`src/rtl/cache_mem_arbiter_pkg.sv`:
```
// Shared definitions for the cache-to-memory burst arbiter: FSM state
// encoding, owner tag and the default cache-line length.
package cache_mem_arbiter_pkg;

   localparam int unsigned LINE_WORDS_DEF = 8;

   typedef enum logic [1:0] {
      ST_IDLE     = 2'd0,
      ST_IC_BURST = 2'd1,
      ST_DC_BURST = 2'd2,
      ST_DONE     = 2'd3
   } arb_state_e;

   typedef enum logic {
      OWN_IC = 1'b0,
      OWN_DC = 1'b1
   } owner_e;

   // Clears the byte/word offset bits so the line base can be OR-ed with the beat offset.
   function automatic logic [31:0] line_base(input logic [31:0] addr, input int unsigned off_bits);
      return addr & ~((32'd1 << off_bits) - 32'd1);
   endfunction

endpackage

```
`src/rtl/cache_mem_arbiter.sv`:
```
// Arbitrates icache and dcache line bursts onto a single memory port, with
// round-robin tie-breaking and a one-cycle DONE gap between bursts.
module cache_mem_arbiter
   import cache_mem_arbiter_pkg::*;
#(
   parameter  int unsigned LINE_WORDS = LINE_WORDS_DEF,
   localparam int unsigned IDX_W      = (LINE_WORDS > 1) ? $clog2(LINE_WORDS) : 1
) (
   input  logic             clk,
   input  logic             rst_n,
   input  logic             ic_req,
   input  logic [31:0]      ic_addr,
   output logic             ic_gnt,
   output logic             ic_valid,
   output logic             ic_last,
   input  logic             dc_req,
   input  logic             dc_we,
   input  logic [31:0]      dc_addr,
   input  logic [31:0]      dc_din,
   output logic             dc_gnt,
   output logic             dc_valid,
   output logic             dc_last,
   output logic [IDX_W-1:0] word_idx,
   output logic [31:0]      rd_data,
   output logic             mem_cs,
   output logic             mem_we,
   output logic [31:0]      mem_addr,
   output logic [31:0]      mem_dout,
   input  logic [31:0]      mem_din,
   input  logic             mem_ack
);

   localparam int unsigned      OFF_W    = IDX_W + 2;
   localparam logic [IDX_W-1:0] LAST_IDX = IDX_W'(LINE_WORDS - 1);

   arb_state_e       state_q,       state_d;
   logic [IDX_W-1:0] word_idx_q,    word_idx_d;
   logic [31:0]      line_addr_q,   line_addr_d;
   logic             we_q,          we_d;
   owner_e           owner_q,       owner_d;
   owner_e           last_served_q, last_served_d;

   always_ff @(posedge clk or negedge rst_n) begin
      if (!rst_n) begin
         state_q       <= ST_IDLE;
         word_idx_q    <= '0;
         line_addr_q   <= '0;
         we_q          <= 1'b0;
         owner_q       <= OWN_IC;
         last_served_q <= OWN_IC;
      end else begin
         state_q       <= state_d;
         word_idx_q    <= word_idx_d;
         line_addr_q   <= line_addr_d;
         we_q          <= we_d;
         owner_q       <= owner_d;
         last_served_q <= last_served_d;
      end
   end

   always_comb begin
      state_d       = state_q;
      word_idx_d    = word_idx_q;
      line_addr_d   = line_addr_q;
      we_d          = we_q;
      owner_d       = owner_q;
      last_served_d = last_served_q;
      ic_gnt        = 1'b0;
      ic_valid      = 1'b0;
      ic_last       = 1'b0;
      dc_gnt        = 1'b0;
      dc_valid      = 1'b0;
      dc_last       = 1'b0;
      mem_cs        = 1'b0;
      mem_we        = 1'b0;
      mem_addr      = '0;

      unique case (state_q)
         ST_IDLE: begin
            if (ic_req || dc_req) begin
               word_idx_d = '0;
               // On a tie the dcache wins only if the icache was served last.
               if (dc_req && (!ic_req || last_served_q == OWN_IC)) begin
                  state_d     = ST_DC_BURST;
                  owner_d     = OWN_DC;
                  line_addr_d = line_base(dc_addr, OFF_W);
                  we_d        = dc_we;
               end else begin
                  state_d     = ST_IC_BURST;
                  owner_d     = OWN_IC;
                  line_addr_d = line_base(ic_addr, OFF_W);
                  we_d        = 1'b0;
               end
            end
         end
         ST_IC_BURST: begin
            ic_gnt   = 1'b1;
            mem_cs   = 1'b1;
            mem_addr = line_addr_q | {{(32-OFF_W){1'b0}}, word_idx_q, 2'b00};
            if (mem_ack) begin
               ic_valid   = 1'b1;
               ic_last    = (word_idx_q == LAST_IDX);
               word_idx_d = word_idx_q + 1'b1;
               if (word_idx_q == LAST_IDX) state_d = ST_DONE;
            end
         end
         ST_DC_BURST: begin
            dc_gnt   = 1'b1;
            mem_cs   = 1'b1;
            mem_we   = we_q;
            mem_addr = line_addr_q | {{(32-OFF_W){1'b0}}, word_idx_q, 2'b00};
            if (mem_ack) begin
               dc_valid   = !we_q;
               dc_last    = (word_idx_q == LAST_IDX);
               word_idx_d = word_idx_q + 1'b1;
               if (word_idx_q == LAST_IDX) state_d = ST_DONE;
            end
         end
         ST_DONE: begin
            last_served_d = owner_q;
            state_d       = ST_IDLE;
         end
         default: state_d = ST_IDLE;
      endcase
   end

   assign word_idx = word_idx_q;
   assign rd_data  = mem_din;
   assign mem_dout = dc_din;

endmodule
```
`config.mk`:
```
export PLATFORM = sky130hd
export DESIGN_NAME = cache_mem_arbiter
export DESIGN_NICKNAME = d
export VERILOG_FILES = /design/src/rtl/cache_mem_arbiter_pkg.sv /design/src/rtl/cache_mem_arbiter.sv
export SDC_FILE = /design/constraint.sdc
export NUM_CORES = 1
export LEC_CHECK = 0
export BUFFER_PORTS_ARGS = -buffer_cell sky130_fd_sc_hd__buf_2
export CAP_MARGIN = 20
export CORE_AREA = 2 2 92 94
export CTS_BUF_LIST = sky130_fd_sc_hd__clkbuf_16
export CTS_CLUSTER_DIAMETER = 30
export DETAILED_ROUTE_END_ITERATION = 6
export DIE_AREA = 0 0 94 96
export GPL_TIMING_DRIVEN = 0
export PLACE_DENSITY = 0.7
export SETUP_SLACK_MARGIN = 0.3
export SLEW_MARGIN = 20
export SYNTH_ARGS = -nofsm -noshare
export SYNTH_HDL_FRONTEND = slang
export SYNTH_SLANG_ARGS = --single-unit
```
`constraint.sdc`:
```
create_clock -name clk -period 3.4 [get_ports clk]
set_clock_uncertainty 0.05 [all_clocks]
set_input_delay 0.34 -clock clk [delete_from_list [all_inputs] [get_ports clk]]
set_output_delay 0.34 -clock clk [all_outputs]
set_load 0.01 [all_outputs]
```
; Word level (Yosys, flattened, before mapping)
; Index checks and enable logic that the tools add are counted.
[classes]
addsub = 1
n_mul = 0
n_div = 0
magnitude_cmp = 0
eq_ne = 7
shift = 0
n_mux = 23
n_bitwise = 2
reduce_logical = 11
[op_table]
columns = cell, count
row1 = 32-bit two-way mux, 2
row2 = 32-bit by 5-bit bitwise OR with 32-bit output, 1
row3 = 1-bit two-way mux, 13
row4 = 2-bit two-way mux, 4
row5 = 3-bit two-way mux, 2
row6 = 2-bit one-hot mux with 3 select lines, 1
row7 = 3-bit one-hot mux with 2 select lines, 1
row8 = 3-bit AND reduction, 2
row9 = "2-bit == test, second input constant", 2
row10 = "2-bit by 1-bit inequality test with 1-bit output, second input constant", 2
row11 = "3-bit by 1-bit adder with 3-bit output, second input constant", 1
row12 = "3-bit == test, second input constant", 1
row13 = "2-bit by 1-bit == test with 1-bit output, second input constant", 1
row14 = 1-bit zero test, 2
row15 = 2-bit zero test, 1
row16 = 1-bit logical OR, 2
row17 = "2-bit inequality test, second input constant", 1
row18 = 2-bit AND reduction, 1
row19 = 2-bit nonzero test, 1
row20 = 2-bit OR reduction, 1
row21 = 1-bit logical AND, 1
row22 = 1-bit inverter, 1
[totals]
reg_bits = 40
latch_bits = 0
ram_bits = 0
rom_bits = 0
inputBits = 134
out_inout_bits = 107
wordCells = 50
mem_count = 0

; Logic depth before layout (Yosys ltp)
; Gate-level depths: netlist of the first run.
[depth]
ltp_word = 6
mapped_depth = 8
ltp_nobuf = 5

; Worst setup path after synthesis of the first run
; Ideal clock, no wire load.
[synth_path]
path_type = reg2reg
start = register state_q[0]
end = register word_idx_q[0] (netlist: word_idx[0])
setup_time_ps = 128
t_arrival_ps = 1610
required_ps = 3222
setup_slack_ps = 1613
path_stages_with_launch = 6
path_buffers = 1
synth_period_minus_slack_ps = 1787
cell_sequence = dfrtp_1 > inv_1 > ha_1 > buf_2 > a221oi_4 > mux2_1
[synth_between]
elab_chain_len = 4
elab_cells_between_ends = 9
classes_between = eq/ne: 4 / mux: 1 / reduce/logical: 4
[synth_lines]
columns = item, line
row1 = "start, declared", cache_mem_arbiter.sv:36  ; arb_state_e state_q, state_d;
row2 = "start signal, assigned", cache_mem_arbiter.sv:52  ; state_q <= state_d;
row3 = 2-bit == test / 2-bit by 1-bit == test with 1-bit output (equally long branches), cache_mem_arbiter.sv:78  ; unique case (state_q)
row4 = 2-bit OR reduction (no source line), --
row5 = 2-bit by 1-bit inequality test with 1-bit output (no source line) / 2-bit nonzero test (equally long branches), --
row6 = 3-bit AND reduction (no source line), --
row7 = "end signal, assigned", cache_mem_arbiter.sv:53  ; word_idx_q <= word_idx_d;
row8 = "end, declared", cache_mem_arbiter.sv:37  ; logic [IDX_W-1:0] word_idx_q, word_idx_d;
; Several ways; a longest one is shown, not always the timed one.
; A chain may end at the register's enable or synchronous reset.

; Worst setup path after layout of the first run
[layout_path]
start = register state_q[0]
end = output mem_addr[16]
[layout_between]
elab_chain_len = 3
elab_cells_between_ends = 4
classes_between = eq/ne: 2 / mux: 1 / reduce/logical: 1
[layout_lines]
columns = item, line
row1 = 2-bit == test / 2-bit by 1-bit == test with 1-bit output (equally long branches), cache_mem_arbiter.sv:78
row2 = 2-bit OR reduction (no source line) *, --
row3 = 32-bit two-way mux *, --
row4 = "end, declared", cache_mem_arbiter.sv:27  ; output logic [31:0] mem_addr,
; Every way passes the cells marked *; elsewhere a longest branch is shown, timed or not.

==> metrics.yaml, run 1 <==
synth.most_common_cell: "buf_4"
worst_setup_path_start_kind: "register"
synth.avg_cell_area_sq_um: 8.22
syn-cell-area_sq_um: 2430
grt_pass1_vias: 2274
cts_sinks: 35
fin_util_pct: 43.8
cts-htree-levels: 2
wire_per_inst_um: 12.3
ir_worst_vdd_v: 0.000258
gpl.final_weighted_congestion: 0.708
cts_buffers: 5
hold_buffers: 0
drtIter0Drc: 70
cts_resized: 0
synth-seq-area-share_pct: 36.0
final.setup.worst_slack_ns: 1.00
io_buffers: 164
clkTransAtPathRegs_ns: 0.05
groute.usage.overall_pct: 14.4
route.vias.total: 2517
yosysWarnings: 0
cts-root-buf: "clkbuf_16"
num_rows: 33
grt_max_degree: 36
cts_buffer_depth: 2
final.period_utilization_pct: 70.6
grt_overflow: 0
pin_count: 241
relSlewSlack_pct: 45.2
finalSetupTns_ns: 0
crit_fanout: 10
die_w_um: 94
start_util_pct: 30.2
cts_tree: "built"
diodes: 0
status: "complete, no violations"
fin_cells: 573
fin_nets: 608
synth-compound-area-share_pct: 14.7
insertion_delay_ns: 0.27
drc_errors: 0
worst_hold_path_type: "input port to async pin"
synthSimpleGateAreaFrac_pct: 18.4
antenna_found_initial: 0
critical_path_class: "register to output port"
drv_cap: 0
drive_gt1_share_pct: 54.1
synth_ff_type: "dfrtp_1"
slew_viol_final: 0
synth_edf_count: 0
die_h_um: 96
fill_cells: 831
cellLeakagePower_uw: 0.00198
clock.fmax_mhz: 417
hold_viol_final: 0
dpl.hpwl_mm: 5.45
post_drt_via_cell_ratio: 4.39
fp.coreArea_sq_um: 8050
place_inst: 566
yosysTopAreaCellShare_pct: 36.0
grt_pass1_wl_mm: 10.1
synth_commonest_cells: "buf_4 (68), a21oi_1 (55), dfrtp_1 (35)"
synth_cells: 296
drt-total-wl_mm: 7.05
synth_fa_ha_area_share_pct: 3.08
synthTopCellsByArea: "dfrtp_1 (36%), buf_4 (21%), a21oi_1 (11%)"
async_flop_share_pct: 100
yosys.area_share.xor_xnor_pct: 0
synth-seq-cells: 35
dr.pass1.iters: 4
yosys.area.top_type: "dfrtp_1"
synth_mux_area_share_pct: 3.03
ys_types: 24
crit_required_ns: 3.01
power_density_nw_per_um2: 826
dieArea_sq_um: 9020
hold_slack_ns: 0.115
syn_to_final_growth_pct: 44.8
ant_nets: 0
place_ws_ns: 1.27
final.min_clock_period_ns: 2.40
synth_top_family_by_area: "buffers and inverters"
worst_slew_pin_slew_ns: 0.822
critPathArrivalTime_ns: 2.01
setup_viol: 0
end_kind: "output port"
rsz0062_at_grt: "false"
postCtsSetupRepairBufs: 0
cells in the final DEF, fill, tap and decap left out:
cell	Yosys	final
and3_1	2	2
nor2b_1	1	1
and2_1	32	32
clkbuf_16	0	5
a21oi_1	55	55
o21ai_1	1	1
a221oi_4	1	1
mux2_1	1	1
a22oi_1	1	1
clkinv_2	0	1
ha_1	6	6
conb_1	1	2
clkbuf_1	4	4
a32o_1	1	1
buf_4	68	68
mux2i_1	4	4
a22o_1	1	1
clkinv_1	0	1
dfrtp_1	35	35
nand2_1	31	31
nor2_1	30	30
buf_2	11	175
mux2_2	2	2
o21a_1	1	1
a21boi_1	1	1
inv_1	5	5
a21bo_2	1	1
flip-flops by register name, summed over array words and instances (netlist names):
register	flops
state_q	2
line_addr_q	27
owner_q	1
word_idx	3
we_q	1
last_served_q	1
metal layers:
layer | routed length (um) | up-vias | track usage (%)
met5 | 0 | - | 0
met4 | 107 | 0 | 5.19
met3 | 539 | 7 | 2.43
met2 | 3610 | 133 | 26.9
met1 | 2790 | 1152 | 16.5
li1 | - | 1225 | -
power by group:
part | switching [uW] | internal, uW
clock | 164 | 263
combinational | 966 | 783
sequential | 105 | 627
critical path, stage by stage, from the launching register on:
cell and delay [ns]:
dfrtp_1 0.40, inv_1 0.08, ha_1 0.29, buf_2 0.23, clkbuf_1 0.39, and2_1 0.21
buf_2 0.13
path summary, 6_finish.rpt:
kind | from | endpoint | slack (ns) | cells after the start
max | state_q[0] | mem_addr[16] | 1.0 | 6
min | rst_n | line_addr_q[24] | 0.12 | 1
max reg2reg | state_q[0] | word_idx[0] | 1.53 | 5
min reg2reg | owner_q | owner_q | 0.46 | 1
max in group asynchronous | rst_n | line_addr_q[11] | 2.67 | 1
min in group clk | ic_addr[19] | line_addr_q[19] | 0.24 | 3
logic make-up after synthesis:
| kind of cell | Yosys count |
|---|---|
| AND/OR/NAND/NOR | 96 |
| AO/OA/AOI/OAI | 63 |
| other | 1 |
| multiplexers | 7 |
| buffers and inverters | 88 |
| adder cells (fa/ha/maj) | 6 |
| flip-flops | 35 |
cell type report:
type | instances | area, sq um | share of cell area [%]
multi-input cells | 174 | 962 | 27.3
flip-flops and latches | 35 | 876 | 24.9
repair buffers | 164 | 821 | 23.3
plain buffers | 83 | 581 | 16.5
well taps | 105 | 131 | 3.73
clock buffers | 5 | 125 | 3.55
inverters | 5 | 18.8 | 0.533
clock inverters | 2 | 8.76 | 0.249
metrics by stage:
step | area [sq um] | power [uW]
finish | 3520 | 2910
detailed placement | 3390 | 2520
global route | 3520 | 3180
global placement | 3390 | 2470
floorplan | 2440 | 1840
CTS | 3520 | 2960
(Power assumes the default switching activity.)
==> run 2, diff against run 1 <==
--- a/config.mk
+++ b/config.mk
@@ -5,6 +5,7 @@
 export SDC_FILE = /design/constraint.sdc
 export NUM_CORES = 1
 export LEC_CHECK = 0
+export ABC_AREA = 1
 export BUFFER_PORTS_ARGS = -buffer_cell sky130_fd_sc_hd__buf_2
 export CAP_MARGIN = 20
 export CORE_AREA = 2 2 92 94
@@ -13,7 +14,7 @@
 export DETAILED_ROUTE_END_ITERATION = 6
 export DIE_AREA = 0 0 94 96
 export GPL_TIMING_DRIVEN = 0
-export PLACE_DENSITY = 0.7
+export PLACE_DENSITY = 0.77
 export SETUP_SLACK_MARGIN = 0.3
 export SLEW_MARGIN = 20
 export SYNTH_ARGS = -nofsm -noshare
==> constraint.sdc (replaced) <==
create_clock -name clk -period 2.1 [get_ports clk]
set_clock_uncertainty 0.05 [all_clocks]
set_input_delay 0.21 -clock clk [delete_from_list [all_inputs] [get_ports clk]]
set_output_delay 0.21 -clock clk [all_outputs]
set_load 0.01 [all_outputs]
==> run 2 against run 1 <==
Compared with the run above:
- design area rose by 23%
- clock power rose by 93%
- highest routed layer unchanged
- the flow now finishes with violations (negative hold slack)
- register-to-register slack got worse by 1.0 ns
- total power rose by 110%
- largest cell class unchanged
- via count rose by 17%
- utilization rose by 9.9 points
- critical path type unchanged
==> metrics.yaml, run 2 <==
status: "finished, violations left"
violations: "negative hold slack"
cts-root-buf: "clkbuf_16"
yosysTopAreaCellShare_pct: 31.6
fin_nets: 721
route.vias.total: 2937
mostFrequentLayoutCells: "buf_2 (148), nand2_1 (110), buf_4 (71)"
groute.usage.overall_pct: 16.4
pin_count: 241
syn_to_final_growth_pct: 56.1
drive_gt1_share_pct: 55.5
end_kind: "output port"
relSlewSlack_pct: 46.6
drtIter0Drc: 80
hold_viol_final: 35
final.period_utilization_pct: 83.9
synth_commonest_cells: "nand2_1 (140), buf_4 (68), inv_1 (67)"
synth_edf_count: 0
async_flop_share_pct: 100
start_util_pct: 34.4
fp.coreArea_sq_um: 8050
synth-seq-area-share_pct: 31.6
cts_buffer_depth: 2
mostFrequentLayoutCell: "buf_2"
critical_path_class: "register to output port"
fin_util_pct: 53.7
worst_hold_path_type: "input port to async pin"
yosysWarnings: 0
r2r_start: "state_q[1]"
synth_fa_ha_area_share_pct: 2.71
ir_worst_vdd_v: 0.000613
hold_buffers: 0
largest_register_ffs: 27
dr.pass1.iters: 4
crit_start: "state_q[0]"
synthSimpleGateAreaFrac_pct: 34.0
setup_viol: 0
antenna_found_initial: 0
drc_errors: 0
synthTopCellsByArea: "dfrtp_1 (32%), nand2_1 (19%), buf_4 (18%)"
die_h_um: 96
ys_types: 20
top_register: "line_addr_q"
yosys.area_share.xor_xnor_pct: 0
crit_chain: "inv_2, ha_4, buf_12, clkbuf_16, nand2_2, inv_1, buf_2"
finalSetupTns_ns: 0
gpl.final_weighted_congestion: 0.793
power_density_nw_per_um2: 1400
rsz0062_at_grt: "true"
post_drt_via_cell_ratio: 4.28
cts_buffers: 5
critPathMaxStageDelay_ns: 0.37
die_w_um: 94
diodes: 0
worst_setup_path_start_kind: "register"
cellLeakagePower_uw: 0.00272
worst-path-buf-inv: 5
wire_per_inst_um: 11.6
drt-total-wl_mm: 7.99
rrSetupSlack_ns: 0.52
cts-htree-levels: 2
synth_mux_area_share_pct: 0.407
synth.avg_cell_area_sq_um: 6.89
dieArea_sq_um: 9020
critPathArrivalTime_ns: 1.50
cts_sinks: 35
ant_nets: 0
cts_tree: "built"
yosys.area.top_type: "dfrtp_1"
crit_slowest_cell: "dfrtp_1"
crit_fanout: 6
synth_cells: 402
grt_pass1_wl_mm: 11.6
fin_cells: 687
fill_cells: 780
synth.most_common_cell: "nand2_1"
synth_top_family_by_area: "simple AND/OR/NAND/NOR gates"
synth-compound-area-share_pct: 0.361
worst_slew_pin_slew_ns: 0.801
syn-cell-area_sq_um: 2770
dpl.hpwl_mm: 5.93
insertion_delay_ns: 0.27
final.min_clock_period_ns: 1.76
io_buffers: 164
hold_slack_ns: -0.0263
slew_viol_final: 0
synth-seq-cells: 35
crit_required_ns: 1.84
grt_pass1_vias: 2537
grt_max_degree: 36
clock.fmax_mhz: 567
clkTransAtPathRegs_ns: 0.06
grt_overflow: 0
num_rows: 33
place_inst: 672
synth_ff_type: "dfrtp_1"
cp_top_family: "buffers and inverters"
drv_cap: 0
## run 2: changes by cell type after synthesis, moves of 29 or more
| cell | before | now |
|---|---|---|
| nand3_1 | 0 | 29 |
| and2_1 | 32 | 0 |
| nand3b_1 | 0 | 29 |
| a21oi_1 | 55 | 1 |
| inv_1 | 5 | 67 |
| nand2_1 | 31 | 140 |
## run 2: final timing paths
kind,to,depth (start not counted)
max,mem_addr[18],7
min,line_addr_q[7],1
max reg2reg,word_idx[1],7
min reg2reg,owner_q,2
max in group asynchronous,line_addr_q[27],1
min in group clk,we_q,3
## run 2: cells by family (layout without fill, tap and decap cells)
family / count (synthesis) / in the layout
and+or+nand+nor: 205 / 205
AOI/OAI and AO/OA: 2 / 2
muxes: 1 / 1
DFF: 35 / 35
adders and majority gates: 6 / 6
other: 1 / 2
buffers and inverters: 152 / 331
## run 2: routing by layer
layer / up-vias / wire length [um] / track usage [%]
met5: - / 0 / 0
met4: 0 / 39 / 3.26
met3: 4 / 608 / 2.82
met2: 135 / 4320 / 32.5
met1: 1317 / 3020 / 18.3
li1: 1481 / - / -
## run 2: what timing repair did
item	CTS	global route
gates cloned	0	4
pin swaps	0	1
setup endpoints to repair	30	30
gates resized for setup	13	89
setup buffers	2	1
## run 2: power breakdown
part / internal [uW] / leakage [uW] / switching [uW]
registers: 1020 / 0.000429 / 257
clock network: 553 / 0.0000812 / 269
logic: 1990 / 0.00221 / 1970
## run 2: through the flow
step	total power [uW]	cell area, sq um	setup WS, ns
after floorplan	2910	2770	0.469
after global placement	3780	3730	0.0910
after detailed placement	3860	3730	0.0804
after CTS	4910	3950	0.297
after global routing	6560	4320	0.277
final	6060	4320	0.337
## run 2: area by class of cell
cell class	instances	area [sq um]	share of cell area, %
timing repair buffer	171	1090	25.3
inverter	69	259	5.99
clock buffer	5	125	2.89
tap	105	131	3.04
multi-input combinational	216	1160	26.8
clock inverter	3	38.8	0.897
buffer	83	642	14.8
sequential	35	876	20.3
==> run 3, diff against run 2 <==
--- a/config.mk
+++ b/config.mk
@@ -5,16 +5,16 @@
 export SDC_FILE = /design/constraint.sdc
 export NUM_CORES = 1
 export LEC_CHECK = 0
-export ABC_AREA = 1
+export ABC_AREA = 0
 export BUFFER_PORTS_ARGS = -buffer_cell sky130_fd_sc_hd__buf_2
 export CAP_MARGIN = 20
-export CORE_AREA = 2 2 92 94
+export CORE_AREA = 2 2 95 97
 export CTS_BUF_LIST = sky130_fd_sc_hd__clkbuf_16
 export CTS_CLUSTER_DIAMETER = 30
 export DETAILED_ROUTE_END_ITERATION = 6
-export DIE_AREA = 0 0 94 96
+export DIE_AREA = 0 0 97 99
 export GPL_TIMING_DRIVEN = 0
-export PLACE_DENSITY = 0.77
+export PLACE_DENSITY = 0.69
 export SETUP_SLACK_MARGIN = 0.3
 export SLEW_MARGIN = 20
 export SYNTH_ARGS = -nofsm -noshare
==> constraint.sdc (replaced) <==
create_clock -name clk -period 1.4 [get_ports clk]
set_clock_uncertainty 0.05 [all_clocks]
set_input_delay 0.14 -clock clk [delete_from_list [all_inputs] [get_ports clk]]
set_output_delay 0.14 -clock clk [all_outputs]
set_load 0.01 [all_outputs]
==> run 3 against run 2 <==
Compared with the run above:
- the flow finishes with violations (negative hold slack, negative setup slack)
- count of clock-buffer cells in the layout is the same
- clock power grew 27%
- final cell count shrank 11%
- wire length grew 12%
- largest power group unchanged
- design area grew 15%
- highest routed layer unchanged
- non-clock buffer count grew 25
==> metrics.yaml, run 3 (synthesized netlist as in run 1, its figures left out) <==
drt-total-wl_mm: 8.93
gpl.final_weighted_congestion: 0.742
cts-root-buf: "clkbuf_16"
slew_viol_final: 0
final.period_utilization_pct: 123
critPathArrivalTime_ns: 1.53
place_ws_ns: -0.441
ant_nets: 0
hold_viol_final: 35
insertion_delay_ns: 0.27
r2r_end: "word_idx[0]"
r2r_start: "state_q[0]"
drtIter0Drc: 67
clock.fmax_mhz: 582
grt_pass1_wl_mm: 13.2
power_density_nw_per_um2: 2500
fill_cells: 720
route.vias.total: 2742
syn_to_final_growth_pct: 104
top_register: "line_addr_q"
num_rows: 34
cellLeakagePower_uw: 0.00244
cts_sinks: 35
die_h_um: 99
fin_nets: 640
fp.coreArea_sq_um: 8550
end_kind: "output port"
status: "finished, violations left"
rsz0062_at_grt: "true"
ir_worst_vdd_v: 0.00132
crit_start: "state_q[0]"
diodes: 0
setup_viol: 72
final.min_clock_period_ns: 1.72
crit_fanout: 8
clkTransAtPathRegs_ns: 0.06
drv_cap: 0
violations: "negative hold slack, negative setup slack"
cts_buffers: 5
cts_tree: "built"
start_util_pct: 28.5
worst_hold_path_type: "input port to async pin"
dpl.hpwl_mm: 5.60
worst_slew_pin_slew_ns: 0.825
grt_overflow: 0
cts_buffer_depth: 2
crit_required_ns: 1.21
hold_slack_ns: -0.0910
pin_count: 241
io_buffers: 164
r2r_cells: 5
cts-htree-levels: 2
post_drt_via_cell_ratio: 4.51
antenna_found_initial: 0
largest_register_ffs: 27
mostFrequentLayoutCell: "buf_2"
dieArea_sq_um: 9600
wire_per_inst_um: 14.7
grt_max_degree: 36
drive_gt1_share_pct: 80.8
die_w_um: 97
drc_errors: 0
final.setup.worst_slack_ns: -0.317
rrSetupSlack_ns: -0.28
critical_path_class: "register to output port"
worst_setup_path_start_kind: "register"
dr.pass1.iters: 4
grt_pass1_vias: 2732
mostFrequentLayoutCells: "buf_2 (132), buf_4 (76), buf_6 (49)"
groute.usage.overall_pct: 17.2
seq_area_sq_um: 876
cp-endpoint: "mem_addr[8]"
multi_input_area_sq_um: 1570
relSlewSlack_pct: 45.0
run 3: changes by cell type in the layout (fill, tap and decap cells not counted), sizes merged, moves of 25 or more:
| cell | previous run | this run |
|---|---|---|
| nor2 | 5 | 30 |
| nand3b | 29 | 0 |
| nand3 | 29 | 0 |
| inv | 69 | 5 |
| nand2 | 141 | 31 |
| a21oi | 1 | 55 |
| and2 | 0 | 32 |
run 3: how the worst min path moves through the flow:
stage,startpoint,end,slack (ns),depth (start not counted)
4_1_cts,rst_n,line_addr_q[6],-0.06,1
2_1_floorplan,rst_n,last_served_q,-0.21,0
6_report,rst_n,line_addr_q[5],-0.09,1
5_1_grt,rst_n,line_addr_q[5],-0.02,1
3_3_place_gp,rst_n,line_addr_q[7],0.23,1
3_5_place_dp,rst_n,line_addr_q[5],0.23,1
run 3: metrics by stage:
step	instances	total power, uW	instance area [sq um]	TNS (ns)	utilization (%)
after global placement	569	6360	3560	-13.46	41.7
after global routing	608	13100	4970	-17.10	58.2
after CTS	605	11400	4650	-13.51	54.4
after detailed placement	569	6450	3560	-14.88	41.7
final	608	12400	4970	-13.96	58.2
after floorplan	297	4840	2610	-0.884	-
run 3: layer usage:
| layer | share of wire (%) | wire length (um) | track usage [%] |
|---|---|---|---|
| met1 | 37 | 3280 | 18.6 |
| met2 | 55 | 4890 | 33.6 |
| met3 | 7.6 | 682 | 4.11 |
| met4 | 0.87 | 78 | 3.90 |
| met5 | 0 | 0 | 0 |
run 3: where the power goes:
part           internal (uW)  total (uW)  leakage, uW  switching, uW
Sequential              1530        1970     0.000399            446
Combinational           5750        9410      0.00197           3660
Clock                    639        1040    0.0000671            401
Total                   7910       12400      0.00244           4510
run 3: cell type report:
| cell class | instances | area share (%) |
|---|---|---|
| plain buffers | 83 | 15.1 |
| clock buffers | 5 | 2.52 |
| clock inverters | 2 | 0.176 |
| inverters | 5 | 0.377 |
| multi-input cells | 174 | 31.5 |
| flip-flops and latches | 35 | 17.6 |
| well taps | 108 | 2.72 |
| repair buffers | 196 | 30.1 |
run 3: critical path: stages, from the launching register on:
cell and delay [ns]:
dfrtp_1 0.39, inv_2 0.08, ha_4 0.21, buf_12 0.15
clkbuf_16 0.16, and2_4 0.14, buf_6 0.11
run 3: repair_timing:
action / CTS / global route
gates cloned: 8 / 0
setup endpoints to repair: 73 / 75
pin swaps: 12 / 11
setup buffers: 21 / 3
hold endpoints to repair: 35 / 33
gates resized for setup: 135 / 67
